$ cat src/rtl/sunflower_pkg.sv
// Shared definitions for the light optimizer: ADC word width, the sweep
// scanner state encoding and the sweep defaults used by the servo driver.
package sunflower_pkg;

    localparam int ADC_W           = 12;
    localparam int N_POS_DEF       = 16;
    localparam int POS_W_DEF       = 4;
    localparam int SETTLE_CYC_DEF  = 1000;
    localparam int ADC_TIMEOUT_DEF = 4095;

    typedef logic [ADC_W-1:0] adc_word_t;

    // Scanner FSM encoding, kept as plain constants for older tools.
    localparam logic [2:0] ST_IDLE    = 3'd0;
    localparam logic [2:0] ST_MOVE    = 3'd1;
    localparam logic [2:0] ST_SETTLE  = 3'd2;
    localparam logic [2:0] ST_REQ     = 3'd3;
    localparam logic [2:0] ST_CAPTURE = 3'd4;
    localparam logic [2:0] ST_NEXT    = 3'd5;
    localparam logic [2:0] ST_DONE    = 3'd6;

    // Unsigned strict compare; equality must not count as a new peak.
    function automatic logic is_greater(input adc_word_t a, input adc_word_t b);
        return (a > b);
    endfunction

endpackage

$ cat src/rtl/light_sweep_scanner_if.sv
// ADC conversion handshake: level request from the scanner, strobed result
// from the converter.
interface light_sweep_scanner_if;
    import sunflower_pkg::*;

    logic      adc_req;
    logic      adc_valid;
    adc_word_t adc_data;

    modport master (output adc_req, input adc_valid, input adc_data);
    modport slave  (input adc_req, output adc_valid, output adc_data);

endinterface

$ cat src/rtl/sweep_peak_tracker.sv
// Running maximum of the sweep samples and the position where it first
// appeared. Cleared at sweep start, updated once per captured sample.
module sweep_peak_tracker
    import sunflower_pkg::*;
#(
    parameter int POS_W = POS_W_DEF
) (
    input  logic             clk,
    input  logic             reset_n,
    input  logic             clear,
    input  logic             update,
    input  adc_word_t        value,
    input  logic [POS_W-1:0] value_pos,
    output adc_word_t        peak_val,
    output logic [POS_W-1:0] peak_pos
);

    adc_word_t        peak_val_r;
    logic [POS_W-1:0] peak_pos_r;

    // Peak registers: strictly larger samples replace the peak, ties keep the earlier position.
    always_ff @(posedge clk or negedge reset_n) begin
        if (!reset_n) begin
            peak_val_r <= {ADC_W{1'b0}};
            peak_pos_r <= {POS_W{1'b0}};
        end else if (clear) begin
            peak_val_r <= {ADC_W{1'b0}};
            peak_pos_r <= {POS_W{1'b0}};
        end else if (update && is_greater(value, peak_val_r)) begin
            peak_val_r <= value;
            peak_pos_r <= value_pos;
        end
    end

    assign peak_val = peak_val_r;
    assign peak_pos = peak_pos_r;

endmodule

$ cat src/rtl/light_sweep_scanner.sv
// Sweep sampler: steps the panel through N_POS positions, waits for the
// mechanics to settle, takes one ADC conversion per position and tracks the
// brightest position of the sweep.
module light_sweep_scanner
    import sunflower_pkg::*;
#(
    parameter int N_POS       = N_POS_DEF,
    parameter int POS_W       = POS_W_DEF,
    parameter int SETTLE_CYC  = SETTLE_CYC_DEF,
    parameter int ADC_TIMEOUT = ADC_TIMEOUT_DEF
) (
    input  logic                   clk,
    input  logic                   reset_n,
    input  logic                   start,
    light_sweep_scanner_if.master  adc,
    output logic [POS_W-1:0]       pos,
    output logic                   busy,
    output adc_word_t              sample,
    output logic                   sample_valid,
    output adc_word_t              peak_val,
    output logic [POS_W-1:0]       peak_pos,
    output logic                   done,
    output logic                   err
);

    localparam int SET_W = (SETTLE_CYC > 1) ? $clog2(SETTLE_CYC) : 1;
    localparam int TMO_W = $clog2(ADC_TIMEOUT + 1);

    localparam logic [SET_W-1:0] SETTLE_LOAD = SET_W'(SETTLE_CYC - 1);
    localparam logic [TMO_W-1:0] TMO_LAST    = TMO_W'(ADC_TIMEOUT - 1);
    localparam logic [POS_W-1:0] LAST_POS    = POS_W'(N_POS - 1);

    logic [2:0]       state_r;
    logic [2:0]       state_nxt_s;
    logic [SET_W-1:0] settle_cnt_r;
    logic [TMO_W-1:0] tmo_cnt_r;
    logic [POS_W-1:0] pos_r;
    logic             busy_r;
    logic             adc_req_r;
    adc_word_t        sample_r;
    logic             sample_valid_r;
    logic             done_r;
    logic             err_r;

    logic             start_acc_s;
    logic             handshake_s;
    logic             tmo_hit_s;
    logic             settle_zero_s;

    // Handshake only counts while the request is up (REQ state); a strobe
    // in the same cycle as the last timeout cycle still wins.
    assign start_acc_s   = (state_r == ST_IDLE) && start;
    assign handshake_s   = (state_r == ST_REQ) && adc.adc_valid;
    assign tmo_hit_s     = (state_r == ST_REQ) && !adc.adc_valid && (tmo_cnt_r == TMO_LAST);
    assign settle_zero_s = (settle_cnt_r == {SET_W{1'b0}});

    // Next-state decode for the sweep sequence.
    always_comb begin
        state_nxt_s = state_r;
        case (state_r)
            ST_IDLE: begin
                if (start) state_nxt_s = ST_MOVE;
                else       state_nxt_s = ST_IDLE;
            end
            ST_MOVE:   state_nxt_s = ST_SETTLE;
            ST_SETTLE: begin
                if (settle_zero_s) state_nxt_s = ST_REQ;
                else               state_nxt_s = ST_SETTLE;
            end
            ST_REQ: begin
                if (handshake_s)    state_nxt_s = ST_CAPTURE;
                else if (tmo_hit_s) state_nxt_s = ST_CAPTURE;
                else                state_nxt_s = ST_REQ;
            end
            ST_CAPTURE: state_nxt_s = ST_NEXT;
            ST_NEXT: begin
                if (pos_r == LAST_POS) state_nxt_s = ST_DONE;
                else                   state_nxt_s = ST_MOVE;
            end
            ST_DONE:   state_nxt_s = ST_IDLE;
            default:   state_nxt_s = ST_IDLE;
        endcase
    end

    // State register.
    always_ff @(posedge clk or negedge reset_n) begin
        if (!reset_n) state_r <= ST_IDLE;
        else          state_r <= state_nxt_s;
    end

    // Settle countdown (loaded on each move) and ADC timeout counter (cleared on each move).
    always_ff @(posedge clk or negedge reset_n) begin
        if (!reset_n) begin
            settle_cnt_r <= {SET_W{1'b0}};
            tmo_cnt_r    <= {TMO_W{1'b0}};
        end else begin
            case (state_r)
                ST_MOVE: begin
                    settle_cnt_r <= SETTLE_LOAD;
                    tmo_cnt_r    <= {TMO_W{1'b0}};
                end
                ST_SETTLE: begin
                    if (!settle_zero_s) settle_cnt_r <= settle_cnt_r - SET_W'(1);
                end
                ST_REQ: begin
                    if (!handshake_s && !tmo_hit_s) tmo_cnt_r <= tmo_cnt_r + TMO_W'(1);
                end
                default: begin
                    settle_cnt_r <= settle_cnt_r;
                    tmo_cnt_r    <= tmo_cnt_r;
                end
            endcase
        end
    end

    // Sweep datapath: position, busy, captured sample and sticky timeout flag.
    always_ff @(posedge clk or negedge reset_n) begin
        if (!reset_n) begin
            pos_r    <= {POS_W{1'b0}};
            busy_r   <= 1'b0;
            sample_r <= {ADC_W{1'b0}};
            err_r    <= 1'b0;
        end else begin
            case (state_r)
                ST_IDLE: begin
                    if (start) begin
                        pos_r  <= {POS_W{1'b0}};
                        busy_r <= 1'b1;
                        err_r  <= 1'b0;
                    end
                end
                ST_REQ: begin
                    if (handshake_s) begin
                        sample_r <= adc.adc_data;
                    end else if (tmo_hit_s) begin
                        sample_r <= {ADC_W{1'b0}};
                        err_r    <= 1'b1;
                    end
                end
                ST_NEXT: begin
                    if (pos_r != LAST_POS) pos_r <= pos_r + POS_W'(1);
                end
                ST_DONE: busy_r <= 1'b0;
                default: pos_r  <= pos_r;
            endcase
        end
    end

    // Registered strobes decoded from the state being entered.
    always_ff @(posedge clk or negedge reset_n) begin
        if (!reset_n) begin
            adc_req_r      <= 1'b0;
            sample_valid_r <= 1'b0;
            done_r         <= 1'b0;
        end else begin
            adc_req_r      <= (state_nxt_s == ST_REQ);
            sample_valid_r <= (state_nxt_s == ST_CAPTURE);
            done_r         <= (state_nxt_s == ST_DONE);
        end
    end

    sweep_peak_tracker #(
        .POS_W (POS_W)
    ) u_peak (
        .clk       (clk),
        .reset_n   (reset_n),
        .clear     (start_acc_s),
        .update    (state_r == ST_CAPTURE),
        .value     (sample_r),
        .value_pos (pos_r),
        .peak_val  (peak_val),
        .peak_pos  (peak_pos)
    );

    assign adc.adc_req  = adc_req_r;
    assign pos          = pos_r;
    assign busy         = busy_r;
    assign sample       = sample_r;
    assign sample_valid = sample_valid_r;
    assign done         = done_r;
    assign err          = err_r;

endmodule
$ cat src/flat_wrapper.sv
// flat-port wrapper written by rule: the top's interface ports become plain ports
module light_sweep_scanner_flat import sunflower_pkg::*;
#(
    parameter int N_POS       = N_POS_DEF,
    parameter int POS_W       = POS_W_DEF,
    parameter int SETTLE_CYC  = SETTLE_CYC_DEF,
    parameter int ADC_TIMEOUT = ADC_TIMEOUT_DEF
)
  (clk, reset_n, start, pos, busy, sample, sample_valid, peak_val, peak_pos, done, err, adc_adc_req, adc_adc_valid, adc_adc_data);
  light_sweep_scanner_if adc_i ();
  input  logic clk;
  input  logic reset_n;
  input  logic start;
  output logic [POS_W-1:0] pos;
  output logic busy;
  output adc_word_t sample;
  output logic sample_valid;
  output adc_word_t peak_val;
  output logic [POS_W-1:0] peak_pos;
  output logic done;
  output logic err;
  output wire logic [$bits(adc_i.adc_req)-1:0] adc_adc_req;
  input wire logic [$bits(adc_i.adc_valid)-1:0] adc_adc_valid;
  input wire logic [$bits(adc_i.adc_data)-1:0] adc_adc_data;
  assign adc_adc_req = adc_i.adc_req;
  assign adc_i.adc_valid = adc_adc_valid;
  assign adc_i.adc_data = adc_adc_data;
  light_sweep_scanner #(.N_POS(N_POS), .POS_W(POS_W), .SETTLE_CYC(SETTLE_CYC), .ADC_TIMEOUT(ADC_TIMEOUT)) u_core (.clk(clk), .reset_n(reset_n), .start(start), .adc(adc_i), .pos(pos), .busy(busy), .sample(sample), .sample_valid(sample_valid), .peak_val(peak_val), .peak_pos(peak_pos), .done(done), .err(err));
endmodule
$ cat config.mk
export PLATFORM = sky130hd
export DESIGN_NAME = light_sweep_scanner_flat
export DESIGN_NICKNAME = d
export VERILOG_FILES = /design/src/rtl/sunflower_pkg.sv /design/src/rtl/light_sweep_scanner_if.sv /design/src/rtl/sweep_peak_tracker.sv /design/src/rtl/light_sweep_scanner.sv /design/src/flat_wrapper.sv
export SDC_FILE = /design/constraint.sdc
export NUM_CORES = 1
export LEC_CHECK = 0
export ABC_AREA = 1
export BUFFER_PORTS_ARGS = -buffer_cell sky130_fd_sc_hd__buf_2
export CORE_AREA = 2 2 79 81
export CTS_BUF_LIST = sky130_fd_sc_hd__clkbuf_4 sky130_fd_sc_hd__clkbuf_8 sky130_fd_sc_hd__clkbuf_16
export CTS_CLUSTER_SIZE = 28
export DETAILED_ROUTE_END_ITERATION = 8
export DIE_AREA = 0 0 81 83
export MAX_ROUTING_LAYER = met4
export PLACE_DENSITY = 0.83
export SLEW_MARGIN = 20
export SYNTH_ARGS = -nofsm -noshare
export SYNTH_HDL_FRONTEND = slang
export SYNTH_SLANG_ARGS = --single-unit
$ cat constraint.sdc
create_clock -name clk -period 3.9 [get_ports clk]
set_clock_uncertainty 0.15 [all_clocks]
set_input_delay 0.39 -clock clk [delete_from_list [all_inputs] [get_ports clk]]
set_output_delay 0.39 -clock clk [all_outputs]
set_load 0.05 [all_outputs]
==> results.sh <==
export IMPL_ys_types=28
export IMPL_syn_num_nets=476
export IMPL_synth_main_ff_cell="dfrtp_1"
export IMPL_drt_iter0_markers=139
export IMPL_period_share=0.622
export IMPL_port_buffers=52
export IMPL_ios=53
export IMPL_numClockSinks=62
export IMPL_grt_setup_unrepaired="no"
export IMPL_die_area_um2=6720
export IMPL_synth_edf_count=0
export IMPL_viasPerCell=5.43
export IMPL_grt_pass1_wl_mm=12.8
export IMPL_drt_pass1_iter_count=5
export IMPL_cts_tree="done"
export IMPL_grt_max_degree=33
export IMPL_start_util=0.595
export IMPL_cts_resized=0
export IMPL_cts_setup_buffers=0
export IMPL_slew_limit_headroom=0.538
export IMPL_drive_above_1_share=0.168
export IMPL_core_area_um2=5820
export IMPL_cap_violations=0
export IMPL_hold_viol=0
export IMPL_wl_per_cell_um=13.3
export IMPL_setup_violations=0
export IMPL_cp_required_ns=4.02
export IMPL_fin_area_um2=3940
export IMPL_hp_start="adc_adc_data[6]"
export IMPL_p_comb_frac=0.499
export IMPL_worstPathArrival_ns=2.55
export IMPL_clk_pin_slew_ns=0.08
export IMPL_cts_buffers_inserted=9
export IMPL_cp_top_family="simple AND/OR/NAND/NOR gates"
export IMPL_worst_r2r_startpoint="u_core.sample[9]"
export IMPL_hold_class="in2reg"
export IMPL_worstSetupEndpointType="register"
export IMPL_ant_nets=0
export IMPL_fin_tns_setup_ns=0
export IMPL_fp_dieW_um=81
export IMPL_grt_pass1_vias=2852
export IMPL_n_fill_cell=491
export IMPL_ys_warn_count=0
export IMPL_critPathMostFrequentCell="nand2_1"
export IMPL_crit_slowest_cell="nand3_1"
export IMPL_clkPwrFrac=0.177
export IMPL_fp_dieH_um=83
export IMPL_synthTopCellsByArea="dfrtp_1 45%, nand2_1 14%, nand3_1 11%"
export IMPL_antenna_cells=0
export IMPL_grt_overflow=0
export IMPL_critPathMaxFanout=17
export IMPL_peakVddDrop_uv=455
export IMPL_yosysSeqAreaShare=0.448
export IMPL_max_slew_worst_pin_slew_ns=0.691
export IMPL_area_growth_pct=13.9
export IMPL_final_net_count=529
export IMPL_root_buffer="clkbuf_8"
export IMPL_switchingPower_mw=1.63
export IMPL_cp_cell_sequence="ha_1, nand2_1, inv_1, nand2_1, nor2_1, nand2_1, nand3_1, nand2_4, nand3_1, nand2_1"
export IMPL_std_cell_rows=28
export IMPL_insertion_delay_ns=0.34
export IMPL_hold_buffers=1
export IMPL_vias=3126
export IMPL_synth_area_per_cell_um2=7.81
export IMPL_crit_start="u_core.sample[9]"
export IMPL_synth_common_cells="128 x nand2_1, 78 x nand3_1, 62 x dfrtp_1"
export IMPL_synth_most_common_cell="nand2_1"
export IMPL_finalMaxSlewViolations=0
export IMPL_fin_crit_ns=2.43
export IMPL_dp_hpwl_mm=5.38
export IMPL_synth_cells=443
export IMPL_yosysTopAreaCell="dfrtp_1"
export IMPL_max_freq_mhz=412
export IMPL_cp_num_buf_inv=1
export IMPL_async_reset_ff_frac=1.00
export IMPL_route_detailed_drc=0
export IMPL_ys_ff_latch=62
export IMPL_clockBufferDepth=2
export IMPL_p_sw_frac=0.507
export IMPL_critPathLaunchType="register"
export IMPL_antenna_found_initial=0
export IMPL_dpl_cell_area_um2=3740
export IMPL_grtUsageTotal=0.246
export IMPL_routed_wl_mm=7.65
export IMPL_crit_type="reg2reg"
export IMPL_p_int_mw=1.58
export IMPL_syn_area_um2=3460
export IMPL_htree_levels=3
export IMPL_status="complete, no violations"
export IMPL_gp_congestion=0.888
export IMPL_synth_top_area_share=0.448
export IMPL_seq_power_share=0.324
export IMPL_p_leak_nw=2.18
export IMPL_power_density_nw_per_um2=814
export IMPL_max_stage_delay_ns=0.48
-- stage by stage --
stage / setup slack, ns / power (mW) / hold WS [ns] / cells / utilization
after floorplan: 1.73 / 2.32 / -0.0556 / 443 / -
after global placement: 1.61 / 2.59 / 0.316 / 559 / 0.643
after CTS: 1.49 / 3.22 / 0.0853 / 576 / 0.678
after detailed placement: 1.51 / 2.64 / 0.315 / 559 / 0.643
after global routing: 1.31 / 3.45 / 0.102 / 576 / 0.678
final: 1.47 / 3.21 / 0.0918 / 576 / 0.678
-- path summary, 6_finish.rpt --
kind	endpoint	slack, ns	cells past startpoint
min in group asynchronous	u_core.u_peak.peak_pos[0]	0.47	2
setup reg to reg	u_core.u_peak.peak_val[10]	1.47	10
setup / recovery	u_core.u_peak.peak_val[10]	1.47	10
hold reg to reg	u_core.err	0.33	2
hold / removal	u_core.sample[6]	0.09	3
max in group asynchronous	u_core.sample[7]	2.25	3
-- logic make-up after synthesis --
logic type,synth area share
compound gates,0.0376
simple gates,0.344
xor+xnor,0.0304
fa+ha+maj,0.0615
mux,0.00289
flops,0.448
buf+inv,0.0752
-- placed cells by master, fill, tap and decap left out, types with 2 or more instances in the layout --
| master | n |
|---|---|
| nand2_1 | 128 |
| nand3_1 | 78 |
| dfrtp_1 | 62 |
| buf_2 | 52 |
| inv_1 | 45 |
| nor2_1 | 42 |
| ha_1 | 17 |
| xor2_1 | 12 |
| o21ai_0 | 9 |
| clkbuf_8 | 9 |
| a21oi_1 | 7 |
| nand4_1 | 6 |
| nor3_1 | 5 |
| nor2_2 | 3 |
| o21ai_2 | 3 |
| clkbuf_4 | 3 |
| nand3_2 | 2 |
| inv_2 | 2 |
| and3_1 | 2 |
| clkinv_2 | 2 |
-- state kept, by name, indices dropped and copies added, names as in the netlist --
signal	cells
u_core.sample	12
u_core.tmo_cnt_r	12
u_core.u_peak.peak_val	12
u_core.settle_cnt_r	10
u_core.pos	4
u_core.u_peak.peak_pos	4
u_core.state_r	3
u_core.adc.adc_req	1
u_core.busy	1
u_core.done	1
u_core.err	1
u_core.sample_valid	1
-- power by group through the flow --
stage / registers (mW) / clock network, mW / logic [mW]
2_1_floorplan: 1.40 / 0 / 0.920
3_3_place_gp: 1.03 / 0 / 1.55
3_5_place_dp: 1.04 / 0 / 1.60
4_1_cts: 1.03 / 0.579 / 1.61
5_1_grt: 1.06 / 0.606 / 1.78
6_report: 1.04 / 0.569 / 1.60
-- worst min-delay path, cell delays in order --
cell and delay (ns):
buf_2 0.08, nand2_1 0.04, nand2_1 0.05
-- per-layer routing --
metal,up-vias,global-route usage,wire length [um]
met5,-,-,0
li1,1538,-,-
met1,1483,0.318,3380
met4,0,0.0740,120
met2,90,0.384,3720
met3,15,0.0565,432
-- area by class of cell --
type                       count  area [um2]  share of cell area
timing repair buffer          54         278              0.0705
multi-input combinational    322        1650               0.418
sequential                    62        1550               0.394
tap                           75        93.8              0.0238
inverter                      47         176              0.0447
clock inverter                 4        47.5              0.0121
clock buffer                  12         146              0.0371
(Power assumes the default switching activity.)
